## config.mk

```make
export PLATFORM = sky130hd
export DESIGN_NAME = posit_decode_pipe
export DESIGN_NICKNAME = d
export VERILOG_FILES = /design/src/rtl/ppu_pkg.sv /design/src/rtl/lzc.sv /design/src/rtl/posit_decode_pipe.sv
export SDC_FILE = /design/constraint.sdc
export NUM_CORES = 1
export LEC_CHECK = 0
export ABC_CLOCK_PERIOD_IN_PS = 3500
export CAP_MARGIN = 20
export CORE_ASPECT_RATIO = 0.5
export CORE_UTILIZATION = 50
export DETAILED_ROUTE_END_ITERATION = 6
export GPL_TIMING_DRIVEN = 0
export HOLD_SLACK_MARGIN = 0.05
export PLACE_DENSITY_LB_ADDON = 0.3
export SYNTH_ARGS = -nofsm -noshare
export SYNTH_HDL_FRONTEND = slang
export SYNTH_HIERARCHICAL = 1
export SYNTH_SLANG_ARGS = --single-unit
```

## constraint.sdc

```tcl
create_clock -name clk -period 3.5 [get_ports clk]
set_clock_uncertainty 0.15 [all_clocks]
set_input_delay 0.7 -clock clk [delete_from_list [all_inputs] [get_ports clk]]
set_output_delay 0.7 -clock clk [all_outputs]
set_load 0.005 [all_outputs]
```

## src/rtl/ppu_pkg.sv

```systemverilog
// ppu_pkg: posit width helpers (kw/fw/sw/ew), decoded-posit struct, NaR/zero constants of N
package ppu_pkg;
    localparam int PPU_MAX_N  = 32;
    localparam int PPU_MAX_ES = 4;
    function automatic int kw(input int n);
        return $clog2(n) + 1;
    endfunction
    function automatic int fw(input int n, input int es);
        return n - 3 - es;
    endfunction
    function automatic int sw(input int n, input int es);
        return kw(n) + es;
    endfunction
    function automatic int ew(input int es);
        return es > 0 ? es : 1;
    endfunction
    function automatic logic [63:0] nar_val(input int n);
        return 64'd1 << (n - 1);
    endfunction
    function automatic logic [63:0] zero_val(input int n);
        return 64'd0 << n;
    endfunction
    typedef struct packed {
        logic                                          sign;
        logic signed [kw(PPU_MAX_N)-1:0]               k;
        logic [PPU_MAX_ES-1:0]                         exp;
        logic [fw(PPU_MAX_N, 0)-1:0]                   frac;
        logic signed [sw(PPU_MAX_N, PPU_MAX_ES)-1:0]   scale;
        logic                                          is_zero;
        logic                                          is_nar;
    } posit_dec_t;
endpackage

```

## src/rtl/lzc.sv

```systemverilog
// lzc: leading-zero counter; in_bits[WIDTH] -> count[CW] (WIDTH when all zero)
module lzc #(
    parameter int WIDTH = 8,
    parameter int CW    = $clog2(WIDTH + 1)
) (
    input  logic [WIDTH-1:0] in_bits,
    output logic [CW-1:0]    count
);
    always_comb begin
        count = CW'(WIDTH);
        for (int i = 0; i < WIDTH; i++)
            if (in_bits[i]) count = CW'(WIDTH - 1 - i);
    end
endmodule

```

## src/rtl/posit_decode_pipe.sv

```systemverilog
// posit_decode_pipe: 2-stage posit<N,ES> decoder; in_valid/in_ready/in_posit -> out_valid/out_ready/out_sign/out_k/out_exp/out_frac/out_scale/out_is_zero/out_is_nar; in_tag/out_tag with POSIT_DECODE_TAG_EN
module posit_decode_pipe
    import ppu_pkg::*;
#(
    parameter int N  = 16,
    parameter int ES = 1
`ifdef POSIT_DECODE_TAG_EN
    , parameter int TAG_W = 4
`endif
) (
    input  logic                 clk,
    input  logic                 rst,
    input  logic                 in_valid,
    output logic                 in_ready,
    input  logic [N-1:0]         in_posit,
`ifdef POSIT_DECODE_TAG_EN
    input  logic [TAG_W-1:0]     in_tag,
    output logic [TAG_W-1:0]     out_tag,
`endif
    output logic                 out_valid,
    input  logic                 out_ready,
    output logic                 out_sign,
    output logic [kw(N)-1:0]     out_k,
    output logic [ew(ES)-1:0]    out_exp,
    output logic [fw(N, ES)-1:0] out_frac,
    output logic [sw(N, ES)-1:0] out_scale,
    output logic                 out_is_zero,
    output logic                 out_is_nar
);
    localparam int KW = kw(N);
    localparam int FW = fw(N, ES);
    localparam int SW = sw(N, ES);
    localparam int EW = ew(ES);
    localparam int MW = $clog2(N);
    localparam logic [N-1:0] NAR  = N'(nar_val(N));
    localparam logic [N-1:0] ZERO = N'(zero_val(N));
    logic s2_adv, s1_adv, in_fire, ld2, special;
    logic [N-2:0] body, lzc_in;
    logic [MW-1:0] run, rl;
    logic [N-4:0] rem;
    logic signed [KW-1:0] k;
    logic [EW-1:0] ex;
    logic [SW-1:0] scale;
    logic s1_valid_q, s1_valid_d, s1_sign_q, s1_sign_d, s1_pol_q, s1_pol_d;
    logic s1_zero_q, s1_zero_d, s1_nar_q, s1_nar_d;
    logic [N-2:0] s1_body_q, s1_body_d;
    logic [MW-1:0] s1_m_q, s1_m_d;
    logic out_valid_q, out_valid_d, out_sign_q, out_sign_d;
    logic out_is_zero_q, out_is_zero_d, out_is_nar_q, out_is_nar_d;
    logic [KW-1:0] out_k_q, out_k_d;
    logic [EW-1:0] out_exp_q, out_exp_d;
    logic [FW-1:0] out_frac_q, out_frac_d;
    logic [SW-1:0] out_scale_q, out_scale_d;
`ifdef POSIT_DECODE_TAG_EN
    logic [TAG_W-1:0] s1_tag_q, s1_tag_d, out_tag_q, out_tag_d;
    assign out_tag = out_tag_q;
`endif
    // low bits of -p depend only on low bits of p, so the body is negated at N-1 bits
    assign body   = in_posit[N-1] ? ~in_posit[N-2:0] + 1'b1 : in_posit[N-2:0];
    // invert a ones-run so the counter always measures a zeros-run
    assign lzc_in = body[N-2] ? ~body : body;
    lzc #(.WIDTH(N - 1), .CW(MW)) u_lzc (.in_bits(lzc_in), .count(run));
    always_comb begin
        s2_adv     = !out_valid_q || out_ready;
        s1_adv     = !s1_valid_q || s2_adv;
        in_fire    = in_valid && s1_adv;
        s1_valid_d = s1_adv ? in_valid : s1_valid_q;
        s1_sign_d  = in_fire ? in_posit[N-1] : s1_sign_q;
        s1_body_d  = in_fire ? body : s1_body_q;
        s1_m_d     = in_fire ? run : s1_m_q;
        s1_pol_d   = in_fire ? body[N-2] : s1_pol_q;
        s1_zero_d  = in_fire ? in_posit == ZERO : s1_zero_q;
        s1_nar_d   = in_fire ? in_posit == NAR : s1_nar_q;
`ifdef POSIT_DECODE_TAG_EN
        s1_tag_d   = in_fire ? in_tag : s1_tag_q;
`endif
    end
    always_comb begin
        // a full-length run has no terminating bit
        rl      = (s1_m_q == MW'(N - 1)) ? s1_m_q : s1_m_q + 1'b1;
        // after the regime shift the bottom two bits are always zero; drop them
        rem     = (N - 3)'((s1_body_q << rl) >> 2);
        k       = s1_pol_q ? KW'(s1_m_q) - 1'b1 : -KW'(s1_m_q);
        scale   = (SW'(k) <<< ES) + SW'(ex);
        special = s1_zero_q || s1_nar_q;
        ld2     = s2_adv && s1_valid_q;
        out_valid_d   = s2_adv ? s1_valid_q : out_valid_q;
        out_sign_d    = ld2 ? s1_sign_q : out_sign_q;
        out_is_zero_d = ld2 ? s1_zero_q : out_is_zero_q;
        out_is_nar_d  = ld2 ? s1_nar_q : out_is_nar_q;
        out_k_d       = !ld2 ? out_k_q : special ? '0 : k;
        out_exp_d     = !ld2 ? out_exp_q : special ? '0 : ex;
        out_frac_d    = !ld2 ? out_frac_q : special ? '0 : rem[FW-1:0];
        out_scale_d   = !ld2 ? out_scale_q : special ? '0 : scale;
`ifdef POSIT_DECODE_TAG_EN
        out_tag_d     = ld2 ? s1_tag_q : out_tag_q;
`endif
    end
    if (ES > 0) begin : g_exp
        assign ex = rem[N-4 -: ES];
    end else begin : g_noexp
        assign ex = '0;
    end
    always_ff @(posedge clk) begin
        if (rst) begin
            s1_valid_q    <= 1'b0;
            s1_sign_q     <= 1'b0;
            s1_body_q     <= '0;
            s1_m_q        <= '0;
            s1_pol_q      <= 1'b0;
            s1_zero_q     <= 1'b0;
            s1_nar_q      <= 1'b0;
            out_valid_q   <= 1'b0;
            out_sign_q    <= 1'b0;
            out_is_zero_q <= 1'b0;
            out_is_nar_q  <= 1'b0;
            out_k_q       <= '0;
            out_exp_q     <= '0;
            out_frac_q    <= '0;
            out_scale_q   <= '0;
`ifdef POSIT_DECODE_TAG_EN
            s1_tag_q      <= '0;
            out_tag_q     <= '0;
`endif
        end else begin
            s1_valid_q    <= s1_valid_d;
            s1_sign_q     <= s1_sign_d;
            s1_body_q     <= s1_body_d;
            s1_m_q        <= s1_m_d;
            s1_pol_q      <= s1_pol_d;
            s1_zero_q     <= s1_zero_d;
            s1_nar_q      <= s1_nar_d;
            out_valid_q   <= out_valid_d;
            out_sign_q    <= out_sign_d;
            out_is_zero_q <= out_is_zero_d;
            out_is_nar_q  <= out_is_nar_d;
            out_k_q       <= out_k_d;
            out_exp_q     <= out_exp_d;
            out_frac_q    <= out_frac_d;
            out_scale_q   <= out_scale_d;
`ifdef POSIT_DECODE_TAG_EN
            s1_tag_q      <= s1_tag_d;
            out_tag_q     <= out_tag_d;
`endif
        end
    end
    assign in_ready    = s1_adv;
    assign out_valid   = out_valid_q;
    assign out_sign    = out_sign_q;
    assign out_k       = out_k_q;
    assign out_exp     = out_exp_q;
    assign out_frac    = out_frac_q;
    assign out_scale   = out_scale_q;
    assign out_is_zero = out_is_zero_q;
    assign out_is_nar  = out_is_nar_q;
endmodule

```

=== Yosys cells after proc, flatten, opt, wreduce, memory -nomap -nowiden ===
Index checks and enable logic that the tools add are counted.

* Bits in registers: 52
* Latch bits: 0
* Memory bits (writable): 0
* Memory bits (read-only): 0
* Input port bits: 20
* Output and inout bits: 29
* Word-level logic and storage cells: 56
* Memories: 0

* $add $sub $neg: 5
* Multipliers: 0
* Div/mod/pow operators: 0
* $lt $le $gt $ge: 0
* Equality and inequality tests: 2
* Shifts and indexed selects: 1
* Multiplexer cells: 23
* Bitwise logic cells: 2
* Reduce and logical (&&, ||, !) cells: 8

{| class="wikitable"
|+ Operators by type and width
! cell !! number
|-
| $mux 4 || 9
|-
| $mux 15 || 2
|-
| $not 15->15 || 2
|-
| $eq 16x16->1 const B || 1
|-
| $logic_not 16->1 || 1
|-
| $add 15x1->15 const B || 1
|-
| $shl 15x4->15 || 1
|-
| $mux 12 || 1
|-
| $mux 3 || 4
|-
| $mux 5 || 2
|-
| $add 6x1->6 || 1
|-
| $mux 6 || 1
|-
| $neg 4->5 || 1
|-
| $sub 4x1->5 const B || 1
|-
| $add 4x1->4 const B || 1
|-
| $eq 4x4->1 const B || 1
|-
| $mux 2 || 2
|-
| $logic_or 1x1->1 || 3
|-
| $logic_and 1x1->1 || 2
|-
| $logic_not 1->1 || 2
|-
| $mux 1 || 2
|}

=== Depth between registers and ports, before layout ===
Gate-level depths: netlist of run 1.

* Word-level depth: 20
* Mapped depth: 13
* Mapped depth without buffers: 12

=== Cells and area by module ===
Netlist of run 1, hierarchy kept.

{| class="wikitable"
|+ By module, submodules not included
! module !! times used !! cells each !! area each (um^2) !! sequential area each (um^2)
|-
| posit_decode_pipe || 1 || 397 || 3,234.4 || 900.9
|-
| lzc || 1 || 26 || 150.1 || 0.0
|}

=== Worst setup path before layout of run 1 ===
Ideal clock, no wire load.

* Path type: input-to-reg
* Start point: in in_posit[0]
* End point: reg s1_m_q[0]
* Arrival time: 3,476 ps
* Setup slack: -196 ps
* Stages: 13
* Buffers on the path: 1
* Cells stage by stage: inv_1 -> ha_1 -> or3b_2 -> or2_2 -> o31ai_4 -> xor2_4 -> buf_12 -> xor2_1 -> or3b_1 -> a311o_1 -> o21ai_1 -> nand2_1 -> a21oi_1

* Elaborated cells on any way between the ends: 20
* Those cells by class: 1 x add/sub; 17 x mux; 2 x bitwise

{| class="wikitable"
|+ RTL lines
! item !! RTL line !! source
|-
| start: declaration || posit_decode_pipe.sv:15 || <nowiki>input logic [N-1:0] in_posit,</nowiki>
|-
| $not 15->15 (*) || posit_decode_pipe.sv:59 || <nowiki>assign body = in_posit[N-1] ? ~in_posit[N-2:0] + 1'b1 : in_posit[N-2:0];</nowiki>
|-
| $add 15x1->15 (*) || posit_decode_pipe.sv:59 ||
|-
| $mux 15 (*) || posit_decode_pipe.sv:59 ||
|-
| $not 15->15 || posit_decode_pipe.sv:61 || <nowiki>assign lzc_in = body[N-2] ? ~body : body;</nowiki>
|-
| $mux 15 (*) || posit_decode_pipe.sv:61 ||
|-
| named net lzc_in[7] || posit_decode_pipe.sv:38 || <nowiki>logic [N-2:0] body, lzc_in;</nowiki>
|-
| $mux 4 (*) (8 in series) || lzc.sv:12 || <nowiki>if (in_bits[i]) count = CW'(WIDTH - 1 - i);</nowiki>
|-
| named net run[0] || posit_decode_pipe.sv:39 || <nowiki>logic [MW-1:0] run, rl;</nowiki>
|-
| end signal: assignment || posit_decode_pipe.sv:129 || <nowiki>s1_m_q <= s1_m_d;</nowiki>
|-
| end: declaration || posit_decode_pipe.sv:47 || <nowiki>logic [MW-1:0] s1_m_q, s1_m_d;</nowiki>
|}

Mark *: on every way through the listed nets, which the timed path passes. The rest lies on a longest branch.
A chain may end at the register's enable or synchronous reset.

=== Worst setup path after layout of run 1 ===
* Start point: in in_posit[0]
* End point: reg s1_m_q[0]

* Elaborated cells on any way between the ends: 20
* Those cells by class: 1 x add/sub; 17 x mux; 2 x bitwise

{| class="wikitable"
|+ RTL lines
! item !! RTL line
|-
| $not 15->15 (*) || posit_decode_pipe.sv:59
|-
| $add 15x1->15 (*) || posit_decode_pipe.sv:59
|-
| $mux 15 (*) || posit_decode_pipe.sv:59
|-
| $not 15->15 || posit_decode_pipe.sv:61
|-
| $mux 15 (*) || posit_decode_pipe.sv:61
|-
| named net lzc_in[6] || posit_decode_pipe.sv:38
|-
| $mux 3 (*) || lzc.sv:12
|-
| $mux 4 (*) (8 in series) || lzc.sv:12
|-
| named net run[0] || posit_decode_pipe.sv:39
|}

Marks and branches as above.

==> flow_results.xml, run 1 <==
<?xml version="1.0" encoding="UTF-8"?>
<metrics>
  <group name="setup_path">
    <metric name="critical_path_class" unit="">primary input to flop</metric>
    <metric name="crit_buf_inv" unit="">3</metric>
    <metric name="critical-path-slowest-cell" unit="">or3b_4</metric>
    <metric name="worstSetupStartpoint" unit="">in_posit[0]</metric>
    <metric name="timing.critical_path.cells" unit="">buf_4 -&gt; inv_2 -&gt; ha_2 -&gt; or3b_4 -&gt; or2_4 -&gt; o31ai_4 -&gt; xor2_4 -&gt; buf_12 -&gt; xnor2_2 -&gt; or3_1 -&gt; or3_4 -&gt; o21ai_2 -&gt; nand2_1 -&gt; a21oi_2</metric>
    <metric name="data_required_time_of_the_critical_path" unit="ps">3570</metric>
    <metric name="critical_path.endpoint_type" unit="">flop</metric>
    <metric name="timing.critical_path.fanout_max" unit="">5</metric>
    <metric name="max_stage_delay" unit="ps">380</metric>
    <metric name="timing.critical_path.max_delay_family" unit="">simple AND/OR/NAND/NOR gates</metric>
    <metric name="timing.rr.start" unit="">s1_m_q[1]</metric>
    <metric name="critical_path_arrival" unit="ps">3580</metric>
    <metric name="setup.worst_path.start_class" unit="">primary input</metric>
  </group>
  <group name="clock_tree">
    <metric name="insertion_delay" unit="ps">290</metric>
    <metric name="tritoncts_clock_tree" unit="">built</metric>
    <metric name="tritoncts.num_buffers" unit="">5</metric>
    <metric name="cts-htree-levels" unit="">2</metric>
    <metric name="clkTransAtPathRegs" unit="ps">60</metric>
    <metric name="cts_hold_buffers" unit="">0</metric>
    <metric name="cts_sink_count" unit="">45</metric>
    <metric name="clk_root_buffer_cell" unit="">clkbuf_16</metric>
    <metric name="cts-root-to-sink-buffers" unit="">2</metric>
  </group>
  <group name="power_and_ir_drop">
    <metric name="power.sequential.fraction" unit="%">34.6</metric>
    <metric name="clockPowerShare" unit="%">32.6</metric>
    <metric name="power.share.switching" unit="%">31.9</metric>
    <metric name="ir_drop" unit="mV">0.196</metric>
    <metric name="totalPowerFinal" unit="uW">1690</metric>
    <metric name="power_density" unit="mW/mm2">388</metric>
    <metric name="internal-power" unit="uW">1150</metric>
    <metric name="power.leakage" unit="uW">0.00157</metric>
    <metric name="switchingPower" unit="uW">537</metric>
    <metric name="pwr-share-comb" unit="%">32.8</metric>
  </group>
  <group name="flow_run">
    <metric name="number_of_max_capacitance_violations_reported" unit="">0</metric>
  </group>
  <group name="drt">
    <metric name="detailedRoute.firstPassIterationCount" unit="">5</metric>
    <metric name="detail-route-antenna-nets" unit="">0</metric>
    <metric name="route.vias.total" unit="">3453</metric>
    <metric name="detail_route.vias_per_cell" unit="">5.95</metric>
    <metric name="wire_per_inst" unit="um">16.3</metric>
    <metric name="final_routed_wirelength" unit="um">9460</metric>
    <metric name="drc" unit="">0</metric>
    <metric name="drt_iter0_drc" unit="">282</metric>
  </group>
  <group name="synthesis">
    <metric name="synthesis.yosys.warnings" unit="">6</metric>
    <metric name="count_of_flip_flops_with_a_built_in_enable_after_synthesis" unit="">0</metric>
    <metric name="sequential_area_share_after_synthesis" unit="%">26.6</metric>
    <metric name="postSynth.topFlopCell" unit="">dfxtp_1</metric>
    <metric name="synth.lib_cells_used.distinct" unit="">65</metric>
    <metric name="yosys-top-cells-area" unit="">dfxtp_1 27%, mux2i_1 5.6%, nor2_1 5.3%</metric>
    <metric name="syn_area_per_cell" unit="um2">8.00</metric>
    <metric name="synthesis.area" unit="mm2">0.00338</metric>
    <metric name="netlist_instances" unit="">423</metric>
    <metric name="synth.largest_area_cell" unit="">dfxtp_1</metric>
    <metric name="ys_ff_latch" unit="">45</metric>
    <metric name="async_reset_ff_share" unit="%">0</metric>
    <metric name="netlist.area_leader.share" unit="%">26.6</metric>
  </group>
  <group name="global_routing">
    <metric name="first_global_vias" unit="">2930</metric>
    <metric name="grt_max_degree" unit="">20</metric>
    <metric name="grt_first_pass_wirelength" unit="um">14800</metric>
    <metric name="grt_usage" unit="%">26.7</metric>
    <metric name="antenna_violations_before_repair" unit="">0</metric>
    <metric name="grt_residual_overflow" unit="">0</metric>
  </group>
  <group name="floorplan">
    <metric name="core.rowCount" unit="">20</metric>
    <metric name="fp.dieW" unit="um">118</metric>
    <metric name="die_area" unit="mm2">0.00712</metric>
    <metric name="num_io_pins" unit="">49</metric>
    <metric name="coreArea" unit="mm2">0.00631</metric>
    <metric name="floorplan.initialDensity" unit="%">53.7</metric>
    <metric name="chipHeight" unit="um">60.2</metric>
  </group>
  <group name="sta">
    <metric name="final_max_slew_viol_count" unit="">0</metric>
    <metric name="tightestPinTransition" unit="ps">634</metric>
    <metric name="slew-limit-headroom" unit="%">57.4</metric>
    <metric name="clock_period_minus_worst_slack" unit="ps">3510</metric>
    <metric name="final_hold_viol_count" unit="">0</metric>
    <metric name="layout_worst_path_cycle_share" unit="%">100</metric>
    <metric name="fin_worst_hold_slack" unit="ps">291</metric>
    <metric name="setup_slack" unit="ps">-5.26</metric>
    <metric name="setup_viol" unit="">1</metric>
    <metric name="unrepaired_setup_endpoints_after_global_routing" unit="">true</metric>
    <metric name="max_freq" unit="MHz">285</metric>
  </group>
  <group name="finish">
    <metric name="layout_commonest_cell" unit="">nor2_1</metric>
    <metric name="layout.core_utilization" unit="%">68.8</metric>
    <metric name="final_nets" unit="">515</metric>
    <metric name="drive_gt1_share" unit="%">15.4</metric>
    <metric name="finalNonFillerCells" unit="">580</metric>
    <metric name="area_growth_syn_to_layout" unit="%">28.2</metric>
    <metric name="antennaDiodeCount" unit="">0</metric>
    <metric name="fill_cells" unit="">540</metric>
    <metric name="most-common-layout-cells" unit="">47 x nor2_1, 45 x dfxtp_1, 36 x nand2_1, 36 x clkdlybuf4s50_1, 26 x a21oi_1</metric>
  </group>
  <group name="placement">
    <metric name="routability_cong" unit="">0.942</metric>
    <metric name="hpwl" unit="um">6750</metric>
    <metric name="placement.io_buffers" unit="">47</metric>
    <metric name="placedCellCount" unit="">561</metric>
  </group>
  <group name="hold_path">
    <metric name="hold_path_startpoint" unit="">out_frac[2]</metric>
    <metric name="hold_path.class" unit="">flop to flop</metric>
  </group>
  <group name="status">
    <metric name="status" unit="">complete, but fails checks</metric>
    <metric name="failing_checks" unit="">setup timing</metric>
  </group>
</metrics>
registers in the layout (all words and copies together) (netlist names):
signal       flops
out_scale        1
s1_sign_q        1
s1_m_q           4
out_k            5
out_is_nar       1
out_sign         1
out_is_zero      1
s1_nar_q         1
s1_body_q       14
s1_pol_q         1
out_frac        12
out_valid        1
s1_valid_q       1
s1_zero_q        1
worst reg2reg max path: cells and delay by family, from the launching register on:
kind / cells / cell delay (ps)
buf+inv: 4 / 1110
compound gates: 3 / 590
fa+ha+maj: 1 / 500
flops: 1 / 450
simple gates: 2 / 300
metrics by stage:
| stage | TNS, ps | setup slack [ps] | cell area, um2 |
|---|---|---|---|
| detailed placement | -5540 | -908 | 3990 |
| CTS | 0 | 0.177 | 4280 |
| floorplan | -137 | -137 | 3410 |
| global placement | -5190 | -868 | 3990 |
| finish | -5.26 | -5.26 | 4340 |
| global route | -262 | -109 | 4340 |
final cells by class:
| cell class | count | area [um2] | share of cell area [%] |
|---|---|---|---|
| flip-flops and latches | 45 | 901 | 20.8 |
| clock buffers | 5 | 125 | 2.88 |
| repair buffers | 60 | 572 | 13.2 |
| plain buffers | 36 | 181 | 4.18 |
| inverters | 9 | 33.8 | 0.779 |
| well taps | 88 | 110 | 2.54 |
| multi-input cells | 334 | 2370 | 54.6 |
| clock inverters | 3 | 46.3 | 1.07 |
synthesized netlist by cell type, drive strengths merged, types with 6 or more instances:
cell type	n
nand2b	9
xor2	20
o21ai	16
a21oi	27
buf	11
nor2b	7
a31oi	6
dfxtp	45
mux2i	19
mux4	7
clkbuf	27
nand2	36
a211oi	14
nor3	15
a22oi	6
nand3	9
xnor2	12
nor2	48
or3	7
inv	9
per-layer routing:
layer	wire length [um]	global-route usage, %	part of all wire [%]	up-vias
met5	0	0	0	-
met4	106	6.96	1.1	0
met3	755	4.10	8.0	14
met2	4130	43.5	44	176
met1	4480	37.3	47	1604
li1	-	-	-	1659
power groups by stage:
stage	combinational [uW]	clock, uW	sequential, uW
3_5_place_dp	495	0	592
2_1_floorplan	351	0	582
3_3_place_gp	487	0	590
4_1_cts	525	546	581
5_1_grt	599	567	587
6_report	553	549	582
kinds of logic after synthesis:
kind of cell               Yosys count  share of synthesized area [%]
AOI/OAI and AO/OA                  105                           21.2
xor gates and xnor gates            32                           8.84
adders and majority gates            4                           1.48
buffers and inverters               47                           6.43
DFF                                 45                           26.6
muxes                               31                           11.9
other                                1                          0.111
and+or+nand+nor                    158                           23.4
final timing paths:
kind             endpoint  slack (ps)  depth (start not counted)
min           out_frac[2]         290                          2
max reg2reg  out_frac[10]         250                         10
min reg2reg   out_frac[2]         290                          2
max             s1_m_q[0]          -5                         14
what timing repair did:
item,in CTS,in global routing
cloned,1,0
endpoints found under the setup margin,17,9
buffers inserted,9,3
pin swaps,9,10
resized for setup,39,12
(Power assumes the default switching activity.)
==> run 2, diff against run 1 <==
--- a/config.mk
+++ b/config.mk
@@ -8,11 +8,13 @@
 export ABC_CLOCK_PERIOD_IN_PS = 3500
 export CAP_MARGIN = 20
 export CORE_ASPECT_RATIO = 0.5
+export CORE_MARGIN = 2
 export CORE_UTILIZATION = 50
 export DETAILED_ROUTE_END_ITERATION = 6
 export GPL_TIMING_DRIVEN = 0
 export HOLD_SLACK_MARGIN = 0.05
 export PLACE_DENSITY_LB_ADDON = 0.3
+export RECOVER_POWER = 100
 export SYNTH_ARGS = -nofsm -noshare
 export SYNTH_HDL_FRONTEND = slang
 export SYNTH_HIERARCHICAL = 1
==> run 2 against run 1 <==
The flow still finishes with violations (setup timing). Count of clock-buffer cells in the layout did not move. Global-route usage is 1.5 points lower. Worst setup slack improved by 0.50 ps. Register-to-register slack better by 70 ps. Core utilization decreased by 3.1 points. Power is 5.0% lower. Via count down 1.5%. Sequential share of layout area about the same. First-iteration DRC count is 3.5% lower. Critical endpoint unchanged. Highest routed layer unchanged.
==> flow_results.xml, run 2 (same netlist as run 1, synthesis figures left out) <==
<?xml version="1.0" encoding="UTF-8"?>
<metrics>
  <group name="status">
    <metric name="status" unit="">complete, but fails checks</metric>
    <metric name="failing_checks" unit="">setup timing</metric>
  </group>
  <group name="global_routing">
    <metric name="grt_residual_overflow" unit="">0</metric>
    <metric name="first_global_vias" unit="">3039</metric>
    <metric name="grt_max_degree" unit="">20</metric>
    <metric name="antenna_violations_before_repair" unit="">0</metric>
    <metric name="grt_first_pass_wirelength" unit="um">15200</metric>
    <metric name="grt_usage" unit="%">25.2</metric>
  </group>
  <group name="finish">
    <metric name="largest_register_ffs" unit="">14</metric>
    <metric name="layout_commonest_cell" unit="">nor2_1</metric>
    <metric name="seq_area" unit="um2">901</metric>
    <metric name="final_cell_area" unit="mm2">0.00435</metric>
    <metric name="drive_gt1_share" unit="%">15.7</metric>
    <metric name="area_growth_syn_to_layout" unit="%">28.5</metric>
    <metric name="max_flop_register" unit="">s1_body_q</metric>
    <metric name="layout.core_utilization" unit="%">65.7</metric>
    <metric name="antennaDiodeCount" unit="">0</metric>
    <metric name="multi_input_gate_area" unit="mm2">0.00241</metric>
    <metric name="most-common-layout-cells" unit="">47 x nor2_1, 45 x dfxtp_1, 36 x nand2_1, 29 x dlygate4sd3_1</metric>
    <metric name="fill_cells" unit="">600</metric>
    <metric name="final_nets" unit="">514</metric>
  </group>
  <group name="flow_run">
    <metric name="number_of_max_capacitance_violations_reported" unit="">0</metric>
  </group>
  <group name="sta">
    <metric name="tightestPinTransition" unit="ps">626</metric>
    <metric name="final_max_slew_viol_count" unit="">0</metric>
    <metric name="unrepaired_setup_endpoints_after_global_routing" unit="">true</metric>
    <metric name="fin_worst_hold_slack" unit="ps">286</metric>
    <metric name="layout_worst_path_cycle_share" unit="%">100</metric>
    <metric name="setup_viol" unit="">1</metric>
    <metric name="final_hold_viol_count" unit="">0</metric>
    <metric name="slew-limit-headroom" unit="%">58.0</metric>
    <metric name="final.setup.tns" unit="ps">-4.76</metric>
    <metric name="max_freq" unit="MHz">285</metric>
    <metric name="setup_slack" unit="ps">-4.76</metric>
    <metric name="clock_period_minus_worst_slack" unit="ps">3500</metric>
  </group>
  <group name="setup_path">
    <metric name="timing.critical_path.cells" unit="">buf_4 -&gt; inv_4 -&gt; ha_4 -&gt; or3b_4 -&gt; or2_4 -&gt; buf_4 -&gt; o21ai_0 -&gt; xor2_1 -&gt; xor2_4 -&gt; or3_1 -&gt; or3_1 -&gt; o21ai_1 -&gt; nand2_1 -&gt; a21oi_2</metric>
    <metric name="critical_path_class" unit="">primary input to flop</metric>
    <metric name="crit_buf_inv" unit="">3</metric>
    <metric name="max_stage_delay" unit="ps">430</metric>
    <metric name="timing.critical_path.fanout_max" unit="">4</metric>
    <metric name="setup.worst_path.start_class" unit="">primary input</metric>
    <metric name="timing.critical_path.max_delay_family" unit="">simple AND/OR/NAND/NOR gates</metric>
    <metric name="critical_path_arrival" unit="ps">3580</metric>
    <metric name="critical-path-slowest-cell" unit="">xor2_1</metric>
    <metric name="critical_path.endpoint_type" unit="">flop</metric>
    <metric name="data_required_time_of_the_critical_path" unit="ps">3570</metric>
  </group>
  <group name="placement">
    <metric name="placement.io_buffers" unit="">47</metric>
    <metric name="hpwl" unit="um">6810</metric>
    <metric name="dpl_worst_slack" unit="ps">-896</metric>
    <metric name="instance_area_at_placement" unit="mm2">0.00400</metric>
    <metric name="routability_cong" unit="">0.951</metric>
  </group>
  <group name="floorplan">
    <metric name="floorplan.initialDensity" unit="%">51.1</metric>
    <metric name="coreArea" unit="mm2">0.00662</metric>
    <metric name="core.rowCount" unit="">21</metric>
    <metric name="fp.dieW" unit="um">120</metric>
    <metric name="num_io_pins" unit="">49</metric>
    <metric name="chipHeight" unit="um">62.2</metric>
    <metric name="die_area" unit="mm2">0.00748</metric>
  </group>
  <group name="power_and_ir_drop">
    <metric name="switchingPower" unit="uW">531</metric>
    <metric name="pwr-share-comb" unit="%">34.3</metric>
    <metric name="power_density" unit="mW/mm2">368</metric>
    <metric name="internal-power" unit="uW">1070</metric>
    <metric name="power.share.switching" unit="%">33.2</metric>
    <metric name="power.sequential.fraction" unit="%">36.3</metric>
    <metric name="ir_drop" unit="mV">0.245</metric>
    <metric name="power.leakage" unit="uW">0.00164</metric>
    <metric name="clockPowerShare" unit="%">29.4</metric>
  </group>
  <group name="clock_tree">
    <metric name="tritoncts.num_buffers" unit="">5</metric>
    <metric name="clk_root_buffer_cell" unit="">clkbuf_16</metric>
    <metric name="clkTransAtPathRegs" unit="ps">70</metric>
    <metric name="cts-htree-levels" unit="">2</metric>
    <metric name="cts-root-to-sink-buffers" unit="">2</metric>
    <metric name="cts_sink_count" unit="">45</metric>
    <metric name="insertion_delay" unit="ps">290</metric>
    <metric name="tritoncts_clock_tree" unit="">built</metric>
  </group>
  <group name="drt">
    <metric name="drt_iter0_drc" unit="">272</metric>
    <metric name="detail-route-antenna-nets" unit="">0</metric>
    <metric name="detail_route.vias_per_cell" unit="">5.83</metric>
    <metric name="detailedRoute.firstPassIterationCount" unit="">5</metric>
    <metric name="route.vias.total" unit="">3400</metric>
    <metric name="wire_per_inst" unit="um">15.8</metric>
    <metric name="final_routed_wirelength" unit="um">9240</metric>
    <metric name="drc" unit="">0</metric>
  </group>
  <group name="hold_path">
    <metric name="hold_path.class" unit="">flop to flop</metric>
  </group>
</metrics>
## run 2: cell types whose count changed in the layout (fill, tap and decap cells not counted), moves of 2 or more
| cell | previous run | this run |
|---|---|---|
| xor2_1 | 15 | 13 |
| buf_4 | 19 | 15 |
| dlygate4sd3_1 | 0 | 29 |
| clkdlybuf4s50_1 | 36 | 7 |
| clkbuf_2 | 2 | 4 |
## run 2: through the flow
stage          power [uW]  cells
6_report             1600    583
5_1_grt              1680    583
4_1_cts              1560    580
3_5_place_dp         1090    565
3_3_place_gp         1080    565
2_1_floorplan         933    426
## run 2: what timing repair did
action	CTS	global route
setup endpoints to repair	17	9
hold buffers	0	0
resized for setup	34	25
pin swaps	10	11
gates cloned	1	0
setup buffers	7	4
## run 2: path summary, 6_finish.rpt
kind,end,start,depth (start not counted),slack (ps)
worst max-delay path,s1_m_q[0],in_posit[0],14,-5
worst min-delay path,out_frac[2],out_frac[2],2,290
worst max register to register,out_frac[10],s1_m_q[1],10,320
worst min register to register,out_frac[2],out_frac[2],2,290
## run 2: power groups by stage
stage / Combinational (uW) / Sequential [uW] / Clock [uW]
2_1_floorplan: 351 / 582 / 0
3_3_place_gp: 489 / 591 / 0
3_5_place_dp: 495 / 591 / 0
4_1_cts: 513 / 580 / 471
5_1_grt: 601 / 586 / 497
6_report: 550 / 581 / 470
## run 2: cell type report
cell class	instances	area share [%]
Multi-Input combinational cell	334	55.5
Sequential cell	45	20.7
Timing Repair Buffer	59	12.8
Buffer	36	4.17
Clock buffer	5	2.88
Tap cell	92	2.65
Inverter	9	0.835
Clock inverter	3	0.489
## run 2: metal layers
layer | track usage (%) | up-vias | routed length, um
li1 | - | 1652 | -
met1 | 36.9 | 1602 | 4360
met2 | 39.5 | 132 | 4070
met3 | 4.50 | 14 | 684
met4 | 4.36 | 0 | 121
met5 | 0 | - | 0
## run 2: worst reg2reg max path, delay by kind of cell (launching register included)
kind,cells,cell delay (ps)
buf+inv,4,1090
flops,1,420
simple gates,2,290
compound gates,3,590
fa+ha+maj,1,500
==> run 3, diff against run 2 <==
--- a/config.mk
+++ b/config.mk
@@ -19,3 +19,4 @@
 export SYNTH_HDL_FRONTEND = slang
 export SYNTH_HIERARCHICAL = 1
 export SYNTH_SLANG_ARGS = --single-unit
+export TNS_END_PERCENT = 10
==> constraint.sdc (replaced) <==
create_clock -name clk -period 3.5 [get_ports clk]
set_clock_uncertainty 0.15 [all_clocks]
set_input_delay 0.7 -clock clk [delete_from_list [all_inputs] [get_ports clk]]
set_output_delay 0.7 -clock clk [all_outputs]
set_load 0.05 [all_outputs]
==> run 3 against run 2 <==
The flow now finishes without violations. Non-clock buffer count rose by 1. Power increased by 3.6%. Register-to-register slack about the same. Global-route usage unchanged. Critical endpoint unchanged. Largest cell class unchanged.
==> flow_results.xml, run 3 (same netlist as run 1, synthesis figures left out) <==
<?xml version="1.0" encoding="UTF-8"?>
<metrics>
  <group name="status">
    <metric name="status" unit="">complete, no violations</metric>
  </group>
  <group name="drt">
    <metric name="detailedRoute.firstPassIterationCount" unit="">5</metric>
    <metric name="drt_iter0_drc" unit="">279</metric>
    <metric name="detail-route-antenna-nets" unit="">0</metric>
    <metric name="route.vias.total" unit="">3425</metric>
    <metric name="final_routed_wirelength" unit="um">9170</metric>
    <metric name="detail_route.vias_per_cell" unit="">5.86</metric>
    <metric name="drc" unit="">0</metric>
    <metric name="wire_per_inst" unit="um">15.7</metric>
  </group>
  <group name="floorplan">
    <metric name="core.rowCount" unit="">21</metric>
    <metric name="chipHeight" unit="um">62.2</metric>
    <metric name="die_area" unit="mm2">0.00748</metric>
    <metric name="fp.dieW" unit="um">120</metric>
    <metric name="num_io_pins" unit="">49</metric>
    <metric name="floorplan.initialDensity" unit="%">51.1</metric>
    <metric name="coreArea" unit="mm2">0.00662</metric>
  </group>
  <group name="sta">
    <metric name="tightestPinTransition" unit="ps">655</metric>
    <metric name="layout_worst_path_cycle_share" unit="%">100</metric>
    <metric name="setup_viol" unit="">0</metric>
    <metric name="final_max_slew_viol_count" unit="">0</metric>
    <metric name="fin_worst_hold_slack" unit="ps">286</metric>
    <metric name="slew-limit-headroom" unit="%">56.0</metric>
    <metric name="final_hold_viol_count" unit="">0</metric>
    <metric name="final.setup.tns" unit="ps">0</metric>
    <metric name="unrepaired_setup_endpoints_after_global_routing" unit="">true</metric>
    <metric name="max_freq" unit="MHz">286</metric>
    <metric name="clock_period_minus_worst_slack" unit="ps">3500</metric>
    <metric name="setup_slack" unit="ps">1.42</metric>
  </group>
  <group name="clock_tree">
    <metric name="cts-htree-levels" unit="">2</metric>
    <metric name="clkTransAtPathRegs" unit="ps">70</metric>
    <metric name="tritoncts_clock_tree" unit="">built</metric>
    <metric name="cts_sink_count" unit="">45</metric>
    <metric name="tritoncts.num_buffers" unit="">5</metric>
    <metric name="cts-root-to-sink-buffers" unit="">2</metric>
    <metric name="insertion_delay" unit="ps">290</metric>
    <metric name="clk_root_buffer_cell" unit="">clkbuf_16</metric>
  </group>
  <group name="setup_path">
    <metric name="critical_path_class" unit="">primary input to flop</metric>
    <metric name="critical_path_arrival" unit="ps">3570</metric>
    <metric name="setup.worst_path.start_class" unit="">primary input</metric>
    <metric name="data_required_time_of_the_critical_path" unit="ps">3570</metric>
    <metric name="critical_path.endpoint_type" unit="">flop</metric>
    <metric name="timing.critical_path.fanout_max" unit="">5</metric>
  </group>
  <group name="power_and_ir_drop">
    <metric name="power.leakage" unit="uW">0.00165</metric>
    <metric name="power_density" unit="mW/mm2">383</metric>
    <metric name="totalPowerFinal" unit="uW">1660</metric>
    <metric name="ir_drop" unit="mV">0.247</metric>
  </group>
  <group name="finish">
    <metric name="max_flop_register" unit="">s1_body_q</metric>
    <metric name="most-common-layout-cells" unit="">47 x nor2_1, 45 x dfxtp_1, 36 x nand2_1, 30 x dlygate4sd3_1</metric>
    <metric name="layout_commonest_cell" unit="">nor2_1</metric>
    <metric name="antennaDiodeCount" unit="">0</metric>
    <metric name="fill_cells" unit="">602</metric>
    <metric name="layout.core_utilization" unit="%">65.5</metric>
    <metric name="final_nets" unit="">515</metric>
    <metric name="area_growth_syn_to_layout" unit="%">28.1</metric>
    <metric name="largest_register_ffs" unit="">14</metric>
    <metric name="multi_input_gate_area" unit="mm2">0.00239</metric>
    <metric name="seq_area" unit="um2">901</metric>
    <metric name="drive_gt1_share" unit="%">15.2</metric>
  </group>
  <group name="global_routing">
    <metric name="grt_residual_overflow" unit="">0</metric>
    <metric name="grt_max_degree" unit="">20</metric>
    <metric name="grt_first_pass_wirelength" unit="um">15200</metric>
    <metric name="first_global_vias" unit="">3043</metric>
    <metric name="antenna_violations_before_repair" unit="">0</metric>
    <metric name="grt_usage" unit="%">25.2</metric>
  </group>
  <group name="hold_path">
    <metric name="hold_path.class" unit="">flop to flop</metric>
  </group>
  <group name="placement">
    <metric name="dpl_worst_slack" unit="ps">-896</metric>
    <metric name="routability_cong" unit="">0.951</metric>
    <metric name="hpwl" unit="um">6810</metric>
    <metric name="placement.io_buffers" unit="">47</metric>
  </group>
  <group name="flow_run">
    <metric name="number_of_max_capacitance_violations_reported" unit="">0</metric>
  </group>
</metrics>
## run 3: through the flow
step,instance area [um2],std cells
detailed placement,4000,565
global placement,4000,565
global route,4330,584
floorplan,3410,426
CTS,4230,580
finish,4330,584
## run 3: final timing paths
path                                  start      endpoint  slack [ps]  depth (start not counted)
worst max-delay path            in_posit[0]     s1_m_q[0]           1                         14
worst min-delay path            out_frac[2]   out_frac[2]         290                          2
worst max register to register    s1_m_q[1]  out_frac[10]         330                         11
worst min register to register  out_frac[2]   out_frac[2]         290                          2
## run 3: metal layers
metal	global-route usage, %	routed length, um	vias up
met1	36.9	4270	1604
li1	-	-	1656
met2	39.5	4040	149
met4	4.36	124	0
met5	0	0	-
met3	4.50	735	16
## run 3: power by group
group / switching (uW) / internal, uW
sequential: 36.1 / 545
combinational: 351 / 258
clock: 203 / 266
total: 590 / 1070
## run 3: final cells by class
class | count | share of cell area (%)
Buffer | 37 | 4.30
Inverter | 9 | 0.779
Multi-Input combinational cell | 334 | 55.1
Clock buffer | 5 | 2.89
Timing Repair Buffer | 59 | 13.0
Clock inverter | 3 | 0.491
Sequential cell | 45 | 20.8
Tap cell | 92 | 2.66
## run 3: timing repair
action,CTS,global route
setup buffers,7,4
pin swaps,8,11
setup endpoints to repair,17,9
hold buffers,0,0
resized for setup,33,21
cloned,1,0
## run 3: critical path, cell delays in order
cell and delay [ps]:
buf_4 130, inv_2 50, ha_2 160, or3b_4 380, or2_4 280, o31ai_4 340
xor2_4 250, buf_12 190, xor2_2 100, or3_1 350, or3_1 300, o21ai_1 140
nand2_1 90, a21oi_2 130
